--- src/rtl/tcam_lookup_client.sv ---
// Initiator-side TCAM controller: in-order tagged lookups through a credit-protected
// result FIFO, with configuration writes serialised behind a drain of in-flight lookups.
module tcam_lookup_client #(
  parameter int TCAM_ADDR_WIDTH = 4,
  parameter int TCAM_DATA_WIDTH = 32,
  parameter int TAG_WIDTH       = 8,
  parameter int LOOKUP_LATENCY  = 2,
  parameter int RES_FIFO_DEPTH  = 4,
  parameter int WR_SETTLE       = 2
) (
  input  logic                       CLK,
  input  logic                       RSTN,
  input  logic                       REQ_VALID,
  output logic                       REQ_READY,
  input  logic [TCAM_DATA_WIDTH-1:0] REQ_KEY,
  input  logic [TCAM_DATA_WIDTH-1:0] REQ_MASK,
  input  logic [TAG_WIDTH-1:0]       REQ_TAG,
  output logic                       RES_VALID,
  input  logic                       RES_READY,
  output logic                       RES_HIT,
  output logic [TCAM_ADDR_WIDTH-1:0] RES_ADDR,
  output logic [TAG_WIDTH-1:0]       RES_TAG,
  input  logic                       CFG_WR_REQ,
  input  logic [TCAM_ADDR_WIDTH-1:0] CFG_WR_ADDR,
  input  logic [TCAM_DATA_WIDTH-1:0] CFG_WR_DATA,
  input  logic [TCAM_DATA_WIDTH-1:0] CFG_WR_MASK,
  output logic                       CFG_WR_ACK,
  output logic                       TCAM_WR,
  output logic [TCAM_ADDR_WIDTH-1:0] TCAM_ADDR_WR,
  output logic [TCAM_DATA_WIDTH-1:0] TCAM_DIN,
  output logic [TCAM_DATA_WIDTH-1:0] TCAM_DIN_MASK,
  input  logic                       TCAM_BUSY,
  output logic [TCAM_DATA_WIDTH-1:0] TCAM_CAM_DIN,
  output logic [TCAM_DATA_WIDTH-1:0] TCAM_CAM_DATA_MASK,
  input  logic                       TCAM_MATCH,
  input  logic [TCAM_ADDR_WIDTH-1:0] TCAM_MATCH_ADDR
);
  localparam int CW = $clog2(RES_FIFO_DEPTH + 1);
  localparam int PW = $clog2(RES_FIFO_DEPTH);
  localparam int SW = $clog2(WR_SETTLE + 1);

  typedef enum logic [1:0] {LOOKUP, DRAIN, WRITE, SETTLE} state_t;

  state_t                     state;
  logic [CW-1:0]              credit;
  logic [LOOKUP_LATENCY-1:0]  pipe_v;
  logic [TAG_WIDTH-1:0]       pipe_tag [LOOKUP_LATENCY];
  logic [SW-1:0]              settle_cnt;
  logic                       fifo_hit  [RES_FIFO_DEPTH];
  logic [TCAM_ADDR_WIDTH-1:0] fifo_addr [RES_FIFO_DEPTH];
  logic [TAG_WIDTH-1:0]       fifo_tag  [RES_FIFO_DEPTH];
  logic [PW:0]                wr_ptr, rd_ptr;
  logic                       accept, pop, push;

  assign REQ_READY = RSTN && (state == LOOKUP) && !CFG_WR_REQ && (credit != '0);
  assign accept    = REQ_VALID & REQ_READY;
  assign RES_VALID = (wr_ptr != rd_ptr);
  assign pop       = RES_VALID & RES_READY;
  assign push      = pipe_v[LOOKUP_LATENCY-1];

  // Outputs read as zero whenever the FIFO is empty, including straight out of reset.
  assign RES_HIT  = RES_VALID & fifo_hit[rd_ptr[PW-1:0]];
  assign RES_ADDR = RES_VALID ? fifo_addr[rd_ptr[PW-1:0]] : '0;
  assign RES_TAG  = RES_VALID ? fifo_tag[rd_ptr[PW-1:0]]  : '0;

  always_ff @(posedge CLK) begin
    if (!RSTN) begin
      pipe_v <= '0;
    end else begin
      pipe_v[0] <= accept;
      for (int i = 1; i < LOOKUP_LATENCY; i++) pipe_v[i] <= pipe_v[i-1];
    end
  end

  always_ff @(posedge CLK) begin
    if (accept) pipe_tag[0] <= REQ_TAG;
    for (int i = 1; i < LOOKUP_LATENCY; i++) pipe_tag[i] <= pipe_tag[i-1];
  end

  always_ff @(posedge CLK) begin
    if (!RSTN) begin
      wr_ptr <= '0;
      rd_ptr <= '0;
    end else begin
      if (push) wr_ptr <= wr_ptr + 1'b1;
      if (pop)  rd_ptr <= rd_ptr + 1'b1;
    end
  end

  always_ff @(posedge CLK) begin
    if (push) begin
      fifo_hit[wr_ptr[PW-1:0]]  <= TCAM_MATCH;
      fifo_addr[wr_ptr[PW-1:0]] <= TCAM_MATCH ? TCAM_MATCH_ADDR : '0;
      fifo_tag[wr_ptr[PW-1:0]]  <= pipe_tag[LOOKUP_LATENCY-1];
    end
  end

  // Credit spans in-flight plus stored results, so a push always finds a free slot.
  always_ff @(posedge CLK) begin
    if (!RSTN) begin
      credit <= CW'(RES_FIFO_DEPTH);
    end else if (accept && !pop) begin
      credit <= credit - 1'b1;
    end else if (pop && !accept) begin
      credit <= credit + 1'b1;
    end
  end

  always_ff @(posedge CLK) begin
    if (!RSTN) begin
      state              <= LOOKUP;
      settle_cnt         <= '0;
      CFG_WR_ACK         <= 1'b0;
      TCAM_WR            <= 1'b0;
      TCAM_ADDR_WR       <= '0;
      TCAM_DIN           <= '0;
      TCAM_DIN_MASK      <= '0;
      TCAM_CAM_DIN       <= '0;
      TCAM_CAM_DATA_MASK <= '0;
    end else begin
      CFG_WR_ACK <= 1'b0;
      TCAM_WR    <= 1'b0;
      if (accept) begin
        TCAM_CAM_DIN       <= REQ_KEY;
        TCAM_CAM_DATA_MASK <= REQ_MASK;
      end
      case (state)
        // The requester drops CFG_WR_REQ in the ACK cycle; do not re-arm on it.
        LOOKUP: if (CFG_WR_REQ && !CFG_WR_ACK) state <= DRAIN;
        DRAIN: begin
          if (pipe_v == '0) begin
            state         <= WRITE;
            TCAM_WR       <= 1'b1;
            TCAM_ADDR_WR  <= CFG_WR_ADDR;
            TCAM_DIN      <= CFG_WR_DATA;
            TCAM_DIN_MASK <= CFG_WR_MASK;
          end
        end
        WRITE: begin
          state      <= SETTLE;
          settle_cnt <= SW'(WR_SETTLE - 1);
        end
        SETTLE: begin
          if (settle_cnt != '0) begin
            settle_cnt <= settle_cnt - 1'b1;
          end else if (!TCAM_BUSY) begin
            CFG_WR_ACK <= 1'b1;
            state      <= LOOKUP;
          end
        end
        default: state <= LOOKUP;
      endcase
    end
  end

endmodule

--- config.mk ---
export PLATFORM = sky130hd
export DESIGN_NAME = tcam_lookup_client
export DESIGN_NICKNAME = d
export VERILOG_FILES = /design/src/rtl/tcam_lookup_client.sv
export SDC_FILE = /design/constraint.sdc
export NUM_CORES = 1
export LEC_CHECK = 0
export BUFFER_PORTS_ARGS = -buffer_cell sky130_fd_sc_hd__buf_2
export CORE_MARGIN = 2
export CORE_UTILIZATION = 50
export CTS_CLUSTER_DIAMETER = 50
export DETAILED_ROUTE_END_ITERATION = 6
export PLACE_DENSITY = 0.8
export SYNTH_ARGS = -nofsm -noshare
export SYNTH_HDL_FRONTEND = slang
export SYNTH_SLANG_ARGS = --single-unit
--- constraint.sdc ---
create_clock -name CLK -period 3.6 [get_ports CLK]
set_clock_uncertainty 0.15 [all_clocks]
set_input_delay 0.54 -clock CLK [delete_from_list [all_inputs] [get_ports CLK]]
set_output_delay 0.54 -clock CLK [all_outputs]
set_load 0.02 [all_outputs]
==> results of run 1 <==
[power by group through the flow]
stage                     Combinational (mW)  Sequential [mW]  Clock (mW)
after floorplan                        0.908             3.37           0
after global placement                  1.74             3.05           0
after detailed placement                1.77             3.06           0
after CTS                               1.78             3.01        2.65
after global routing                    1.94             3.05        2.75
final                                   1.77             3.01        2.60
[state kept, by name, summed over array words and instances, names as in the netlist, 2 cells and up, named ones only]
register,cells
pipe_v,2
TCAM_ADDR_WR,4
fifo_addr,16
TCAM_DIN,32
settle_cnt,2
state,2
rd_ptr,3
credit,3
wr_ptr,3
pipe_tag,16
fifo_hit,4
TCAM_CAM_DATA_MASK,32
TCAM_CAM_DIN,32
fifo_tag,32
TCAM_DIN_MASK,32
[cells in the mapped netlist (12+ instances only)]
| cell type | n |
|---|---|
| dfxtp_1 | 159 |
| buf_2 | 14 |
| nand4_1 | 64 |
| o21ai_2 | 19 |
| o21ai_0 | 20 |
| mux4_2 | 13 |
| o21ai_1 | 30 |
| nand2_1 | 208 |
| a21boi_0 | 66 |
| ha_1 | 12 |
| edfxtp_1 | 60 |
| and2_1 | 29 |
| clkbuf_1 | 36 |
[cells by family after synthesis]
group	share of synthesized area
compound gates	0.120
xor+xnor	0.00724
fa+ha+maj	0.0201
buf+inv	0.0451
flops	0.588
mux	0.0381
simple gates	0.181
[final cells by class]
| cell class | count | area (um^2) |
|---|---|---|
| inverters | 10 | 37.5 |
| repair buffers | 310 | 1580 |
| well taps | 220 | 275 |
| clock inverters | 18 | 213 |
| flip-flops and latches | 219 | 4980 |
| multi-input cells | 510 | 3110 |
| fillers | 1315 | 5740 |
| clock buffers | 27 | 643 |
[per-layer routing]
layer | part of all wire | up-vias | GRT usage
met5 | 0 | - | 0
met4 | 0.026 | 0 | 0.0760
met3 | 0.082 | 42 | 0.0578
met2 | 0.49 | 270 | 0.374
met1 | 0.41 | 3176 | 0.277
li1 | - | 3344 | -
[worst min-delay path by stage]
stage | slack [ps] | depth (start not counted) | to | startpoint
final | 50 | 1 | pipe_tag[0][2] | REQ_TAG[2]
after global routing | 30 | 1 | pipe_tag[0][6] | REQ_TAG[6]
after floorplan | 170 | 0 | pipe_tag[0][10] | pipe_tag[0][2]
after detailed placement | 180 | 0 | pipe_tag[0][15] | pipe_tag[0][7]
after CTS | 30 | 1 | pipe_tag[0][2] | REQ_TAG[2]
after global placement | 180 | 0 | pipe_tag[0][14] | pipe_tag[0][6]
[metrics by stage]
step	power, mW	std cells	setup WS, ps
2_1_floorplan	4.27	805	804
3_3_place_gp	4.79	1269	1170
3_5_place_dp	4.83	1269	1120
4_1_cts	7.44	1314	715
5_1_grt	7.74	1314	663
6_report	7.37	1314	745
[critical path: cells and delay by family, from the launching register on]
kind                   cells  cell delay [ps]
buffers and inverters      2              530
flip-flops                 1              320
AND/OR/NAND/NOR            2              790
==> reports/metrics.cfg, run 1 <==
[layout]
drive_gt1_frac=0.354
final_area_um2=10800
final_cell_mix=buf_2, nand2_1, dfxtp_1, a21boi_0, nand4_1
utilization=0.654
syn_to_final_growth_pct=28.1
final_nets=1240
layout.cells.most_common=buf_2
antenna_cells=0

[timing]
finalCritPeriodShare=0.793
finalCriticalPeriod_ps=2860
fmax_mhz=350
worst_pin_slew_ps=884
setup_violations=0
fin_tns_setup_ps=0
max-slew-margin-rel=0.410
rsz0062_at_grt=false
finalHoldViolCount=0
holdWs_ps=51.7
final_max_slew_viol_count=0

[setup_path]
endpoint_kind=output pin
r2r_setup_slack_ps=1110
cp_data_arrival_time_ps=2170
crit_fanout=66
worstReg2RegEnd=credit[2]
r2r-start=wr_ptr[1]
crit_end=REQ_READY
crit_path_cell_trace=or3_2 > buf_4 > and2_1 > buf_2
crit_type=register to output pin
slowest_stage=or3_2
slowest_delay_ps=490
critPathLaunch=credit[2]
r2r_cells=9
critPathRequiredTime_ps=2910
start_kind=register

[status]
status=finished clean

[synthesis]
yosysUniqueCellTypes=44
synth-main-ff-cell=dfxtp_1
synth_top_area_share=0.376
synth.net_count=969
netlist_instances=805
synth-seq-cells=219
syn_area_um2=8470
synthArstFlopShare=0
ys_warn_count=0
synth.area.top_cells=dfxtp_1, edfxtp_1, nand2_1, a21boi_0, nand4_1
syn_area_per_cell_um2=10.5
yosysTopAreaCell=dfxtp_1
synth-seq-area-share=0.588
synth_edf_count=60

[placed_design]
io_buffers=299
gp_routability_congestion=0.792
dp_hpwl_um=13400
placed_area_um2=9990

[global_route]
track_usage=0.222
antenna_found_initial=0
grt_pass1_vias=6449
grt-ovfl-total=0
grt_max_degree=79
grt_pass1_wl_um=32500

[cts]
clock_latency_ps=510
hold_buffers=0
postCtsSetupBuffers=0
cts_made_buffers=25
ctsResizeCount=0
cts_tree=built
cts_max_path_buffers=3
clk_pin_slew_worst_paths_ps=60
cts.sinks=219
htreeDepth=1
clockRootBuffer=clkbuf_16

[detailed_routing]
firstDrtPassIters=5
via_per_inst=5.20
wl_per_cell_um=15.7
drc=0
vias=6832
wl_um=20700
ant_nets=0
drt_iter0_drc=370

[floorplan]
die_w_um=134
die_h_um=134
core_area_um2=16600
num_rows=47
io_pins=300
dieArea_um2=18000
start_util=0.511

[power]
switching_share=0.316
p_per_area_nw_per_um2=680
comb_power_share=0.239
pwr-share-seq=0.409
p_int_mw=5.04
peakVddDrop_mv=0.366
pwr-share-clk=0.352
p_switching_mw=2.33
p_leak_nw=4.62

[run]
cap_viol_max_count=0

[worst_hold_path]
hp-class=input pin to register

Note: power is estimated with default switching activity, not from simulation.
==> run 2: changes to the inputs <==
Settings changed: CORE_UTILIZATION 50 to 45, PLACE_DENSITY 0.8 to 0.76.
Clock period 3.6 ns to 2.4 ns, I/O delays scaled along.
==> run 2 against run 1 <==
  * Wire length up 21%
  * Count of clock-buffer cells in the layout up 6
  * Cell area increased by 17%
  * Combinational power increased by 78%
  * Sequential share of layout area down 6.6 points
  * Critical path type unchanged
  * Total power increased by 59%
  * Register-to-register slack worse by 1000 ps
==> reports/metrics.cfg, run 2 (synthesis results as in run 1) <==
[timing]
fmax_mhz=426
finalCriticalPeriod_ps=2350
final_max_slew_viol_count=0  ; unchanged
setup_violations=0  ; unchanged
holdWs_ps=78.6  ; +26.9 ps
finalHoldViolCount=0  ; unchanged
worst_pin_slew_ps=708  ; -176 ps
max-slew-margin-rel=0.528  ; +0.118
finalCritPeriodShare=0.978

[global_route]
track_usage=0.241  ; +0.0196
met1_usage=0.285  ; +0.00811
grt_pass1_vias=7798  ; +21%
grtUsageMet3=0.0513  ; -0.00653
grtUsageMet2=0.417  ; +0.0434
grt_pass1_wl_um=38800  ; +20%
grt-busiest-layer=met2
grt-ovfl-total=0  ; unchanged
grt_max_degree=73  ; -7.6%
antenna_found_initial=1  ; +1

[setup_path]
start_kind=register
cp_data_arrival_time_ps=1840  ; -330 ps
worstReg2RegEnd=credit[2]
r2r_cells=10  ; +1
r2r-start=state[1]
crit_type=register to output pin
endpoint_kind=output pin
critPathRequiredTime_ps=1890  ; -1020 ps
crit_end=RES_TAG[7]
crit_fanout=7  ; -89%
r2r_setup_slack_ps=110  ; -1000 ps

[cts]
clock_latency_ps=520  ; about the same
clockRootBuffer=clkbuf_16
clk_pin_slew_worst_paths_ps=60  ; about the same
cts_max_path_buffers=3  ; unchanged
htreeDepth=1  ; unchanged
cts_made_buffers=25  ; unchanged
cts.sinks=219  ; unchanged
cts_tree=built

[floorplan]
start_util=0.456  ; -0.0549
io_pins=300  ; unchanged
core_area_um2=18600  ; +12%
die_w_um=141  ; +5.2%
num_rows=50  ; +6.4%
die_h_um=141  ; +5.2%
dieArea_um2=19900  ; +11%

[layout]
drive_gt1_frac=0.337  ; -0.0164
multi_input_area_um2=3170  ; +1.9%
antenna_cells=0  ; unchanged
layout.cells.most_common=buf_2
syn_to_final_growth_pct=49.6
layout.area.seq_um2=4990  ; +0.15%
utilization=0.682  ; +0.0279
finalNonFillerCells=1488  ; +13%
final_area_um2=12700  ; +17%
nFillCells=1290  ; -1.9%
final_cell_mix=buf_2, nand2_1, dfxtp_1, dlygate4sd3_1, a21boi_0
final_nets=1399  ; +13%

[detailed_routing]
drc=0  ; unchanged
wl_per_cell_um=16.8  ; +6.5%
vias=7758  ; +14%
ant_nets=0  ; unchanged
firstDrtPassIters=5  ; unchanged
drt_iter0_drc=478  ; +29%
wl_um=24900  ; +21%
via_per_inst=5.21  ; +0.28%

[power]
p_per_area_nw_per_um2=927  ; +36%
pwr-share-seq=0.386  ; -0.023
p_leak_nw=5.39  ; +17%
p_int_mw=8.05  ; +60%
p_switching_mw=3.70  ; +59%
comb_power_share=0.268  ; +0.029
peakVddDrop_mv=0.538  ; +47%
pwr-share-clk=0.346  ; -0.006
power.total_mw=11.7  ; +59%
switching_share=0.315  ; -0.00138

[placed_design]
dp_hpwl_um=13600  ; +1.2%
io_buffers=299  ; unchanged
placed_area_um2=10200  ; +1.7%
gp_routability_congestion=0.794  ; +0.24%
dp_cells=1296  ; +2.1%

[worst_hold_path]
hp-class=input pin to register

[status]
status=finished clean

[run]
cap_viol_max_count=0  ; unchanged

-- run 2: cell count changes in the layout (fill, tap and decap cells not counted), sizes merged --
cell         change
buf             +14
inv              -2
dlygate4sd3    +142
bufbuf           +1
clkbuf           +8
clkinvlp         +1
clkinv           -4
-- run 2: worst min path at each step --
stage                                   from         endpoint  slack (ps)  cells past startpoint
after global placement        pipe_tag[0][2]  pipe_tag[0][10]         180                      0
after global routing               RES_READY        rd_ptr[2]          80                      3
final                     TCAM_MATCH_ADDR[3]  fifo_addr[0][3]          80                      2
after floorplan               pipe_tag[0][2]  pipe_tag[0][10]         170                      0
after detailed placement      pipe_tag[0][3]  pipe_tag[0][11]         180                      0
after CTS                 TCAM_MATCH_ADDR[3]  fifo_addr[0][3]          60                      2
-- run 2: final cells by class --
type | count | area share
inverters | 10 | 0.00296
repair buffers | 469 | 0.258
clock inverters | 13 | 0.0156
flip-flops and latches | 219 | 0.394
well taps | 234 | 0.0231
clock buffers | 33 | 0.0557
multi-input cells | 510 | 0.250
-- run 2: metrics by stage --
step	setup WS (ps)	TNS [ps]
2_1_floorplan	-74.8	-74.8
3_3_place_gp	200	0
3_5_place_dp	139	0
4_1_cts	23.8	0
5_1_grt	-0.600	-0.600
6_report	53.0	0
-- run 2: repair_timing --
action,in CTS,in global routing
pin swaps,0,2
setup buffers,0,1
gates resized for setup,12,15
hold endpoints to repair,145,0
hold buffers,142,0
cloned,1,2
endpoints found under the setup margin,14,21
-- run 2: layer usage --
layer  vias to the layer above  routed length (um)
met3                        90                1780
met1                      3619                9790
met2                       383               12300
li1                       3664                   -
met4                         2                1100
met5                         -                  13
-- run 2: critical path, cell delays in order, from the launching register on --
cell	delay (ps)
dfxtp_4	380
buf_12	140
mux4_2	500
and2_4	170
buf_4	150
-- run 2: power groups by stage --
stage	Combinational (mW)	Sequential (mW)	Clock [mW]
after global routing	3.41	4.58	4.27
after floorplan	1.38	5.06	0
after global placement	2.75	4.56	0
after CTS	3.01	4.51	4.12
final	3.15	4.54	4.06
after detailed placement	2.79	4.58	0
